**src/rtl/seq_divider.sv**
```systemverilog
`default_nettype none
// ============================================================================
// Module      : seq_divider
// Description : Sequential restoring divider, one quotient bit per cycle.
//               Optional two's-complement mode works on operand magnitudes
//               and applies the result signs in a final fix-up cycle.
//
// Parameters  : WIDTH       operand/result width in bits (4..64)
//               SIGNED_EN   0 forces unsigned operation (signed_mode ignored)
//
// Ports       : clk          clock, rising edge
//               rst          synchronous active-high reset
//               start        request pulse, accepted only in IDLE
//               signed_mode  1 = two's-complement operands (sampled with start)
//               dividend     numerator (sampled with start)
//               divisor      denominator (sampled with start)
//               busy         high while the iteration / fix-up is running
//               done         one-cycle pulse, results valid
//               quotient     result quotient (held until next accepted start)
//               remainder    result remainder (held until next accepted start)
//               div_by_zero  set with done when the divisor was zero
//
// Revision    : 1.0  initial release
// ============================================================================
module seq_divider #(
    parameter int WIDTH     = 32,
    parameter bit SIGNED_EN = 1'b1
) (
    input  logic             clk,
    input  logic             rst,
    input  logic             start,
    input  logic             signed_mode,
    input  logic [WIDTH-1:0] dividend,
    input  logic [WIDTH-1:0] divisor,
    output logic             busy,
    output logic             done,
    output logic [WIDTH-1:0] quotient,
    output logic [WIDTH-1:0] remainder,
    output logic             div_by_zero
);

    localparam int                c_cnt_w = $clog2(WIDTH + 1);
    localparam logic [c_cnt_w-1:0] c_iter = c_cnt_w'(WIDTH);
    localparam logic [c_cnt_w-1:0] c_one  = c_cnt_w'(1);

    typedef enum logic [1:0] {
        S_IDLE = 2'd0,
        S_RUN  = 2'd1,
        S_FIX  = 2'd2,
        S_DONE = 2'd3
    } state_t;

    state_t             r_state;
    logic [c_cnt_w-1:0] r_cnt;
    logic [WIDTH-1:0]   r_rem;     // settled remainder, always < divisor
    logic [WIDTH-1:0]   r_quo;     // dividend bits shift out, quotient bits shift in
    logic [WIDTH-1:0]   r_div;     // divisor magnitude
    logic               r_neg_q;
    logic               r_neg_r;

    // ------------------------------------------------------------------------
    // Operand magnitudes at the start request
    // ------------------------------------------------------------------------
    logic             w_sgn;
    logic             w_dvd_neg;
    logic             w_dvs_neg;
    logic [WIDTH-1:0] w_dvd_mag;
    logic [WIDTH-1:0] w_dvs_mag;

    // The most-negative value negates to itself, which read as unsigned is
    // exactly its magnitude, so no special case is needed.
    assign w_sgn     = SIGNED_EN & signed_mode;
    assign w_dvd_neg = w_sgn & dividend[WIDTH-1];
    assign w_dvs_neg = w_sgn & divisor[WIDTH-1];
    assign w_dvd_mag = w_dvd_neg ? -dividend : dividend;
    assign w_dvs_mag = w_dvs_neg ? -divisor  : divisor;

    // ------------------------------------------------------------------------
    // Restoring shift-subtract step on a WIDTH+1-bit partial remainder
    // ------------------------------------------------------------------------
    logic [WIDTH:0]   w_shift;
    logic [WIDTH:0]   w_diff;
    logic             w_borrow;
    logic [WIDTH-1:0] w_rem_next;
    logic [WIDTH-1:0] w_quo_next;

    assign w_shift = {r_rem, r_quo[WIDTH-1]};
    assign w_diff  = w_shift - {1'b0, r_div};

    // w_shift < 2*divisor always holds.  Without a borrow the difference is
    // below the divisor so its top bit is clear; with a borrow the wrapped
    // result is above 2^WIDTH so its top bit is set.  That bit is the borrow.
    assign w_borrow   = w_diff[WIDTH];
    assign w_rem_next = w_borrow ? w_shift[WIDTH-1:0] : w_diff[WIDTH-1:0];
    assign w_quo_next = {r_quo[WIDTH-2:0], ~w_borrow};

    // ------------------------------------------------------------------------
    // Sign fix-up
    // ------------------------------------------------------------------------
    logic [WIDTH-1:0] w_q_fix;
    logic [WIDTH-1:0] w_r_fix;

    assign w_q_fix = r_neg_q ? -r_quo : r_quo;
    assign w_r_fix = r_neg_r ? -r_rem : r_rem;

    // ------------------------------------------------------------------------
    // Control FSM with registered outputs
    // ------------------------------------------------------------------------
    always_ff @(posedge clk) begin
        if (rst) begin
            r_state     <= S_IDLE;
            r_cnt       <= '0;
            r_rem       <= '0;
            r_quo       <= '0;
            r_div       <= '0;
            r_neg_q     <= 1'b0;
            r_neg_r     <= 1'b0;
            busy        <= 1'b0;
            done        <= 1'b0;
            quotient    <= '0;
            remainder   <= '0;
            div_by_zero <= 1'b0;
        end else begin
            done <= 1'b0;
            case (r_state)
                S_IDLE: begin
                    if (start) begin
                        if (divisor == '0) begin
                            // Skip the iteration entirely; busy never rises.
                            quotient    <= '1;
                            remainder   <= dividend;
                            div_by_zero <= 1'b1;
                            done        <= 1'b1;
                            r_state     <= S_DONE;
                        end else begin
                            r_quo       <= w_dvd_mag;
                            r_div       <= w_dvs_mag;
                            r_rem       <= '0;
                            r_neg_q     <= w_dvd_neg ^ w_dvs_neg;
                            r_neg_r     <= w_dvd_neg;
                            r_cnt       <= c_iter;
                            div_by_zero <= 1'b0;
                            busy        <= 1'b1;
                            r_state     <= S_RUN;
                        end
                    end
                end
                S_RUN: begin
                    r_rem <= w_rem_next;
                    r_quo <= w_quo_next;
                    r_cnt <= r_cnt - c_one;
                    if (r_cnt == c_one) begin
                        r_state <= S_FIX;
                    end
                end
                S_FIX: begin
                    quotient  <= w_q_fix;
                    remainder <= w_r_fix;
                    busy      <= 1'b0;
                    done      <= 1'b1;
                    r_state   <= S_DONE;
                end
                S_DONE: begin
                    // A start arriving here is deliberately dropped.
                    r_state <= S_IDLE;
                end
                default: begin
                    r_state <= S_IDLE;
                end
            endcase
        end
    end

endmodule
`default_nettype wire
```
**config.mk**
```make
export PLATFORM = sky130hd
export DESIGN_NAME = seq_divider
export DESIGN_NICKNAME = d
export VERILOG_FILES = /design/src/rtl/seq_divider.sv
export SDC_FILE = /design/constraint.sdc
export NUM_CORES = 1
export LEC_CHECK = 0
export CAP_MARGIN = 5
export CORE_MARGIN = 1.5
export CORE_UTILIZATION = 40
export CTS_BUF_LIST = sky130_fd_sc_hd__clkbuf_4 sky130_fd_sc_hd__clkbuf_8
export CTS_CLUSTER_DIAMETER = 100
export DETAILED_ROUTE_END_ITERATION = 10
export SYNTH_ARGS = -nofsm -noshare
export SYNTH_HDL_FRONTEND = slang
export SYNTH_SLANG_ARGS = --single-unit
```
**constraint.sdc**
```tcl
create_clock -name clk -period 5.1 [get_ports clk]
set_clock_uncertainty 0.1 [all_clocks]
set_input_delay 1.275 -clock clk [delete_from_list [all_inputs] [get_ports clk]]
set_output_delay 1.275 -clock clk [all_outputs]
set_load 0.02 [all_outputs]
```
==> results of run 1 <==
==> cell families after synthesis <==
| group | after synthesis |
|---|---|
| AOI/OAI and AO/OA | 418 |
| xor gates and xnor gates | 148 |
| DFF | 173 |
| adders and majority gates | 42 |
| and+or+nand+nor | 451 |
| muxes | 29 |
| buffers and inverters | 150 |
==> registers in the layout, indices dropped and copies added, names as in the netlist <==
signal       count
r_rem           32
r_neg_q          1
div_by_zero      1
remainder       32
done             1
r_cnt            6
r_state          2
r_div           32
r_quo           32
quotient        32
busy             1
r_neg_r          1
==> layer usage <==
metal	routed length (µm)	global-route usage, %	share of wire (%)
met4	1192	8.811	3.6
met5	0	0	0
met2	15630	38.47	47
met3	1444	3.372	4.3
met1	15040	29.87	45
==> final timing paths <==
check,start,end,slack [ns],cells after the start
min,remainder[24]$_SDFFE_PP0P_,remainder[24]$_SDFFE_PP0P_,0.36,2
max reg2reg,r_quo[31]$_SDFFE_PP0P_,r_rem[13]$_SDFFE_PP0P_,1.11,13
min reg2reg,remainder[24]$_SDFFE_PP0P_,remainder[24]$_SDFFE_PP0P_,0.36,2
max,divisor[10],r_rem[31]$_SDFFE_PP0P_,0.88,11
==> power by group through the flow <==
| stage | Sequential, mW | Clock, mW | Combinational (mW) |
|---|---|---|---|
| CTS | 1.82 | 1.02 | 2.48 |
| detailed placement | 1.85 | 0 | 2.47 |
| finish | 1.81 | 0.999 | 2.49 |
| floorplan | 1.90 | 0 | 1.61 |
| global placement | 1.84 | 0 | 2.45 |
| global route | 1.85 | 1.08 | 2.74 |
==> worst reg2reg max path, stage by stage (launching register included) <==
cell and delay [ns]:
dfxtp_1 0.35, inv_1 0.14, ha_1 0.28, fa_1 0.38, nand2b_1 0.20, a21oi_1 0.34, o211ai_1 0.20, a21oi_1 0.23
nor4_1 0.09, nor2_1 0.34, xor2_4 0.65, buf_12 0.27, mux2i_1 0.23, o21ai_1 0.07
==> synth_stat cells (18+ instances only) <==
cell,count
o21ai_0,50
nor2_1,164
nor3_1,19
a211oi_1,41
o41ai_1,18
a222oi_1,19
ha_1,41
mux2i_1,29
a21oi_1,95
o31ai_1,25
o211ai_1,27
inv_1,55
buf_2,28
nand3_1,19
a311oi_1,30
nand2_1,159
xnor2_1,53
dfxtp_1,173
clkbuf_1,61
o21ai_1,39
xor2_1,94
==> final cells by class <==
cell class / count / area (µm²)
clock buffers: 18 / 241.5
clock inverters: 14 / 167.7
fillers: 2732 / 13970
inverters: 56 / 210.2
multi-input cells: 1088 / 7133
flip-flops and latches: 173 / 3463
well taps: 372 / 465.4
repair buffers: 154 / 1526
==> stage by stage <==
| stage | instance area (µm²) | setup WS (ns) |
|---|---|---|
| 6_report | 13210 | 0.8791 |
| 3_5_place_dp | 12800 | 0.4216 |
| 5_1_grt | 13210 | 0.6370 |
| 4_1_cts | 13210 | 0.9138 |
| 3_3_place_gp | 12800 | 0.5388 |
| 2_1_floorplan | 11150 | 1.609 |
==> qor.txt, run 1 <==
Synth async-reset ratio: 0%
Final setup viols: 0
CTS tree: built
post-route ant nets: 0
Adder-Cell Fraction of Synth Area: 4.782%
total track usage: 23.01%
Worst Setup End Kind: flip-flop
Slowest-stage cell, CP: or4_1
setup TNS: 0 ns
hold buffer count at cts: 0
clock slew at reported path FFs: 0.10 ns
DRT Pass-1 Iters: 6
Final GP Congestion: 0.9272
Cell Area, Synth: 11150 µm²
Compound-Gate Fraction of Synth Area: 25.66%
dominant cells by area after synthesis: dfxtp_1, xor2_1, nor2_1, nand2_1, ha_1
initial antenna violation count: 0
sequential share of power: 34.2%
Peak VDD IR: 0.0001977 V
crit-path max cell delay: 0.60 ns
post-synth cell types: 78
DRC errors left: 0
cell taking the most area after synthesis: dfxtp_1
DIE WIDTH: 169.9 µm
Top delay family on crit path: simple AND/OR/NAND/NOR gates
RSZ-0062 raised after global routing: false
Starting Density: 41.01%
Final Slew Violations: 0
share of the synthesized area in the top cell type: 31.07%
Main synth FF type: dfxtp_1
clk_lat worst skew: 0.47 ns
Root Driver: clkbuf_8
CP Max Fanout: 14
most frequent cells in the layout: dfxtp_1, nor2_1, nand2_1, clkdlybuf4s50_1, xor2_1
max cap viols: 0
Setup Buffers After CTS: 0
DP Wirelength: 25310 µm
design internal power: 2.934 mW
switching pwr: 2.366 mW
#FFs+latches synth: 173
Leak: 4.743 nW
fmax: 0.2369 GHz
Post-Synth XOR/XNOR Area: 11.70%
syn_area_per_cell: 7.899 µm²
Post-CTS Resized: 0
commonest non-fill, non-tap cell in the layout: dfxtp_1
largest net degree at the start of global routing: 96
# nets final: 1600
Area growth syn-to-layout: 18.50%
crit path kind: in -> reg
register area share after synthesis: 31.07%
num ports: 135
global-route wire length before repair: 52650 µm
Hold Vio Cnt, Final: 0
die area: 28870 µm²
Worst Hold Class: reg -> reg
Min Hold Slack: 0.3609 ns
total chip power: 5.300 mW
Wirelength per Cell: 17.77 µm
slew margin rel.: 25.82%
vias: 10580
share of cells above drive strength 1: 5.655%
WP buf/inv: 2
Layout Utilization: 48.60%
period utilization: 82.76%
Vias/cell: 5.641
Sw Ratio: 44.64%
Num CTS Buffers: 17
H-tree level count: 4
Syn Nets: 1521
routed wire length: 33320 µm
EDFF count, synth: 0
combinational family with the most area after synthesis: compound AO/OA/AOI/OAI gates
Rows: 60
Gate power share: 46.9%
outcome: finished clean
final worst path period need: 4.221 ns
PD cells: 401.3 nW/µm²
CP cell instances: clkdlybuf4s50_1 > or4_1 > nor4_2 > nand2_1 > nor2_2 > a21o_1 > a21oi_2 > nand2b_1 > buf_4 > nor2_1 > a221o_1
crit start category: input pin
Layout Cells excl Fill: 1875
CP required: 5.35 ns
YS warnings: 0
number of port buffers: 134
Iter 0 DRT Violations: 807
vias in the first global route: 9755
placed cells: 1843
Antenna diodes: 0
Num Clock Sinks: 173
Core Area: 27180 µm²
Max Buffers Root-to-Sink: 2
grt total ovfl: 0
cells after synthesis: 1411
die height: 169.9 µm
mux contribution to synthesized area: 2.604%
CP Data Arrival Time: 4.48 ns
Tightest Pin Transition: 1.111 ns
clock share of power: 18.9%
simple-gate share of the synthesized area: 18.75%
Note: power is estimated with default switching activity, not from simulation.
==> inputs of run 2 (changes only) <==
==> constraint.sdc (replaced) <==
create_clock -name clk -period 4.3 [get_ports clk]
set_clock_uncertainty 0.1 [all_clocks]
set_input_delay 1.075 -clock clk [delete_from_list [all_inputs] [get_ports clk]]
set_output_delay 1.075 -clock clk [all_outputs]
set_load 0.02 [all_outputs]
==> qor.txt, run 2 (synthesized netlist as in run 1, its figures left out) <==
sequential share of power: 34.3%
Reg2Reg Depth: 13
post-route ant nets: 0
FF-to-FF Start: r_quo[31]$_SDFFE_PP0P_
num ports: 135
clock share of power: 18.2%
routed wire length: 33940 µm
Leak: 4.803 nW
Tightest Pin Transition: 1.133 ns
Worst R2R End: r_rem[31]$_SDFFE_PP0P_
period utilization: 85.38%
Worst Setup End Kind: flip-flop
DRT Pass-1 Iters: 5
Peak VDD IR: 0.0002721 V
Wirelength per Cell: 18.00 µm
crit-path max cell delay: 0.41 ns
Worst Hold Depth: 2
number of port buffers: 134
largest net degree at the start of global routing: 96
Worst Hold Class: reg -> reg
design internal power: 3.496 mW
Worst Hold Endpoint: r_quo[31]$_SDFFE_PP0P_
Final setup viols: 0
grt total ovfl: 0
most frequent cells in the layout: dfxtp_1, nor2_1, nand2_1, clkdlybuf4s50_1, xor2_1
DIE WIDTH: 169.9 µm
crit start category: flip-flop
final worst path period need: 3.672 ns
Core Area: 27180 µm²
commonest non-fill, non-tap cell in the layout: dfxtp_1
Sw Ratio: 44.45%
vias in the first global route: 9895
# nets final: 1612
Num CTS Buffers: 17
Area growth syn-to-layout: 19.42%
clock slew at reported path FFs: 0.10 ns
cell area after layout: 13310 µm²
Gate power share: 47.5%
Num Clock Sinks: 173
crit path kind: reg -> reg
Slowest-stage cell, CP: buf_4
H-tree level count: 4
outcome: finished clean
die area: 28870 µm²
total chip power: 6.294 mW
clk_lat worst skew: 0.48 ns
Final GP Congestion: 0.8833
DP Wirelength: 25720 µm
Post-CTS Resized: 0
CP required: 4.56 ns
vias: 10600
PD cells: 472.9 nW/µm²
Final Slew Violations: 0
Hold Startpoint: r_quo[31]$_SDFFE_PP0P_
Setup Buffers After CTS: 0
hold buffer count at cts: 0
Max Buffers Root-to-Sink: 2
total track usage: 23.58%
max cap viols: 0
Vias/cell: 5.620
CTS tree: built
fmax: 0.2724 GHz
CP Max Fanout: 26
share of cells above drive strength 1: 6.341%
RSZ-0062 raised after global routing: false
R2R setup slack: 0.63 ns
setup TNS: 0 ns
CP Data Arrival Time: 3.93 ns
Iter 0 DRT Violations: 736
Hold Vio Cnt, Final: 0
global-route wire length before repair: 53560 µm
Antenna diodes: 0
initial antenna violation count: 0
DP Area: 12930 µm²
Root Driver: clkbuf_8
die height: 169.9 µm
switching pwr: 2.797 mW
slew margin rel.: 24.34%
Starting Density: 41.01%
Rows: 60
CP cell instances: inv_1 > ha_1 > fa_1 > nand2b_1 > a21oi_1 > o211ai_1 > a21oi_1 > nor4_1 > nor2_1 > xor2_4 > buf_4 > nor2_1 > a221o_1
DRC errors left: 0
run 2: layer usage:
metal / global-route usage, % / vias up / part of all wire [%]
li1: - / 5274 / -
met1: 29.34 / 4994 / 44
met2: 40.45 / 268 / 48
met3: 3.023 / 63 / 4.0
met4: 10.93 / 0 / 3.9
met5: 0 / - / 0
run 2: power groups by stage:
stage / clock network [mW] / registers [mW] / logic [mW]
2_1_floorplan: 0 / 2.25 / 1.91
4_1_cts: 1.17 / 2.16 / 2.99
3_3_place_gp: 0 / 2.19 / 2.95
3_5_place_dp: 0 / 2.19 / 2.98
6_report: 1.15 / 2.16 / 2.99
5_1_grt: 1.23 / 2.20 / 3.29
run 2: how the worst max path moves through the flow:
stage                                 startpoint                         end  cells past startpoint
final                     r_quo[31]$_SDFFE_PP0P_      r_rem[31]$_SDFFE_PP0P_                     13
after CTS                 r_quo[31]$_SDFFE_PP0P_      r_rem[31]$_SDFFE_PP0P_                     13
after global placement               divisor[12]  remainder[31]$_SDFFE_PP0P_                     12
after detailed placement             divisor[12]    quotient[0]$_SDFFE_PP0P_                     11
after global routing      r_quo[31]$_SDFFE_PP0P_      r_rem[31]$_SDFFE_PP0P_                     13
after floorplan                       divisor[0]      r_rem[31]$_SDFFE_PP0P_                     12
run 2: critical path, delay by kind of cell, from the launching register on:
family	cells	cell delay, ns
AO/OA/AOI/OAI	4	1.06
adder cells (fa/ha/maj)	2	0.68
AND/OR/NAND/NOR	4	0.64
buffers and inverters	2	0.55
flip-flops	1	0.34
XOR/XNOR	1	0.17
run 2: cell type report:
type	instances	area [µm²]
clock buffers	17	234.0
inverters	56	210.2
well taps	372	465.4
repair buffers	166	1654
fillers	2714	13870
multi-input cells	1088	7133
clock inverters	14	150.1
flip-flops and latches	173	3463
run 2: stage by stage:
step                      setup WS, ns  instances  hold slack, ns  utilization, %
after detailed placement        0.1651       1855          0.3448           47.56
after global routing            0.3340       1886          0.3719           48.98
after CTS                       0.6352       1886          0.3592           48.98
final                           0.6285       1886          0.3608           48.98
after floorplan                  1.009       1411          0.3319               -
after global placement          0.2201       1855          0.3381           47.56
==> variant: new RTL, flow settings as in run 2 <==
Change the parameter `WIDTH` from 32 to 64.
--- a/src/rtl/seq_divider.sv
+++ b/src/rtl/seq_divider.sv
@@ -23,7 +23,7 @@
 // Revision    : 1.0  initial release
 // ============================================================================
 module seq_divider #(
-    parameter int WIDTH     = 32,
+    parameter int WIDTH     = 64,
     parameter bit SIGNED_EN = 1'b1
 ) (
     input  logic             clk,
Interface: changed (resized dividend, divisor, quotient and remainder); port bits go from 135 to 263. No check against the original RTL was run, so the function may have changed too.
==> variant against run 2 <==
- highest routed layer unchanged
- synthesized cell count increased by 110%
- worst setup slack got worse by 370 ps
- routed wire length increased by 120%
- sequential power increased by 96%
- final area increased by 110%
- area after synthesis increased by 100%
- sequential cell count increased by 161
- count of clock-buffer cells in the layout increased by 74
- combinational power increased by 110%
- largest cell class unchanged
- critical path type unchanged
- total power increased by 120%
- die area increased by 100%
- critical endpoint is now r_rem[17]
==> variant: results (changes against run 2) <==
outcome finished clean (unchanged); Non-Filler Instances 4,105 (was 1,886); Post-synth top cells nand2_1, dfxtp_1, nor2_1, a21oi_1, o21ai_0 (was dfxtp_1, nor2_1, nand2_1, a21oi_1, xor2_1); register area share after synthesis 29.67% (was 31.07%); placed cells 4,002 (was 1,855); peak supply drop 328.0 uV (was 272.1 uV); combinational share of power 44.9% (was 47.5%); # port buffers 262 (was 134); Place WS -276.5 ps (was 165.1 ps); critical path launch point r_quo[63] (was r_quo[31]); WL met1 35.59 mm (was 15.04 mm); DR vias 22,850 (was 10,600); max_slew headroom 27.90% (was 24.34%); cells on worst reg2reg path 16 (was 13); crit path DAT 4470 ps (was 3930 ps); Pwr Total 13.66 mW (was 6.294 mW); r2r endpoint r_rem[17] (was r_rem[31]); antenna violations before repair 2 (was 0); met2 wire length 33.33 mm (was 16.25 mm); synth top area cells dfxtp_1, nand2_1, xor2_1, a21oi_1, xnor2_1 (was dfxtp_1, xor2_1, nor2_1, nand2_1, ha_1); met1 usage 35.49% (was 29.34%); number of global-route vias before repair 21,350 (was 9,895); # nets final 3,520 (was 1,612); synthesized instance count 3,013 (was 1,411); Worst-path clk slew 60 ps (was 100 ps); critical path peak fanout 40 (was 26); H-tree Lvls 2 (was 4); dpl hpwl 57.70 mm (was 25.72 mm); share of cells above drive strength 1 9.744% (was 6.341%); flop2flop setup slack 260 ps (was 630 ps); fin crit period 4042 ps (was 3672 ps); placer's final routability congestion estimate 0.9029 (was 0.8833); Placed Instance Area 0.02688 mm^2 (was 0.01293 mm^2); routing usage on met2 40.40% (was 40.45%); GR Util met3 3.203% (was 3.023%); clk_lat worst skew 690 ps (was 480 ps); largest net degree at the start of global routing 142 (was 96); total CTS buffers 58 (was 17); leakage power 10.87 nW (was 4.803 nW); slowest stage cell on the critical path dfxtp_1 (was buf_4); Sw Pwr 5.674 mW (was 2.797 mW)
[variant: cell types whose count changed in the layout (fill, tap and decap cells not counted), sizes merged, moves of 75 or more]
cell / run 2 / this run
xor2: 95 / 170
a21oi: 96 / 265
o21ai: 89 / 200
nand2: 160 / 457
dfxtp: 173 / 334
buf: 33 / 182
clkdlybuf4s50: 133 / 261
clkbuf: 17 / 92
nor2: 166 / 271
xnor2: 53 / 136
[variant: worst reg2reg max path, delay by kind of cell (launching register included)]
kind / cells / cell delay, ps
buffers and inverters: 4 / 770
XOR/XNOR: 1 / 240
AND/OR/NAND/NOR: 2 / 300
flip-flops: 1 / 420
multiplexers: 1 / 300
adder cells (fa/ha/maj): 2 / 640
AO/OA/AOI/OAI: 6 / 1100
[variant: logic make-up after synthesis]
group / Yosys count / synth area share, %
and+or+nand+nor: 1043 / 20.99
muxes: 52 / 2.315
buffers and inverters: 304 / 5.508
DFF: 334 / 29.67
AOI/OAI and AO/OA: 900 / 25.48
adders and majority gates: 74 / 4.142
xor gates and xnor gates: 306 / 11.89
[variant: final cells by class]
cell class	instances	area, um^2
clock buffers	91	1165
multi-input cells	2375	14710
inverters	101	379.1
diodes	1	2.502
well taps	748	935.9
flip-flops and latches	334	6689
repair buffers	444	4168
fillers	5449	27220
clock inverters	11	150.1
[variant: worst min path at each step]
| stage | startpoint | to | slack (ps) |
|---|---|---|---|
| finish | r_div[18] | r_div[18] | 350 |
| global route | r_div[18] | r_div[18] | 380 |
| CTS | r_div[18] | r_div[18] | 350 |
| detailed placement | r_div[18] | r_div[18] | 350 |
| global placement | remainder[6] | remainder[6] | 340 |
| floorplan | r_div[14] | r_div[14] | 330 |
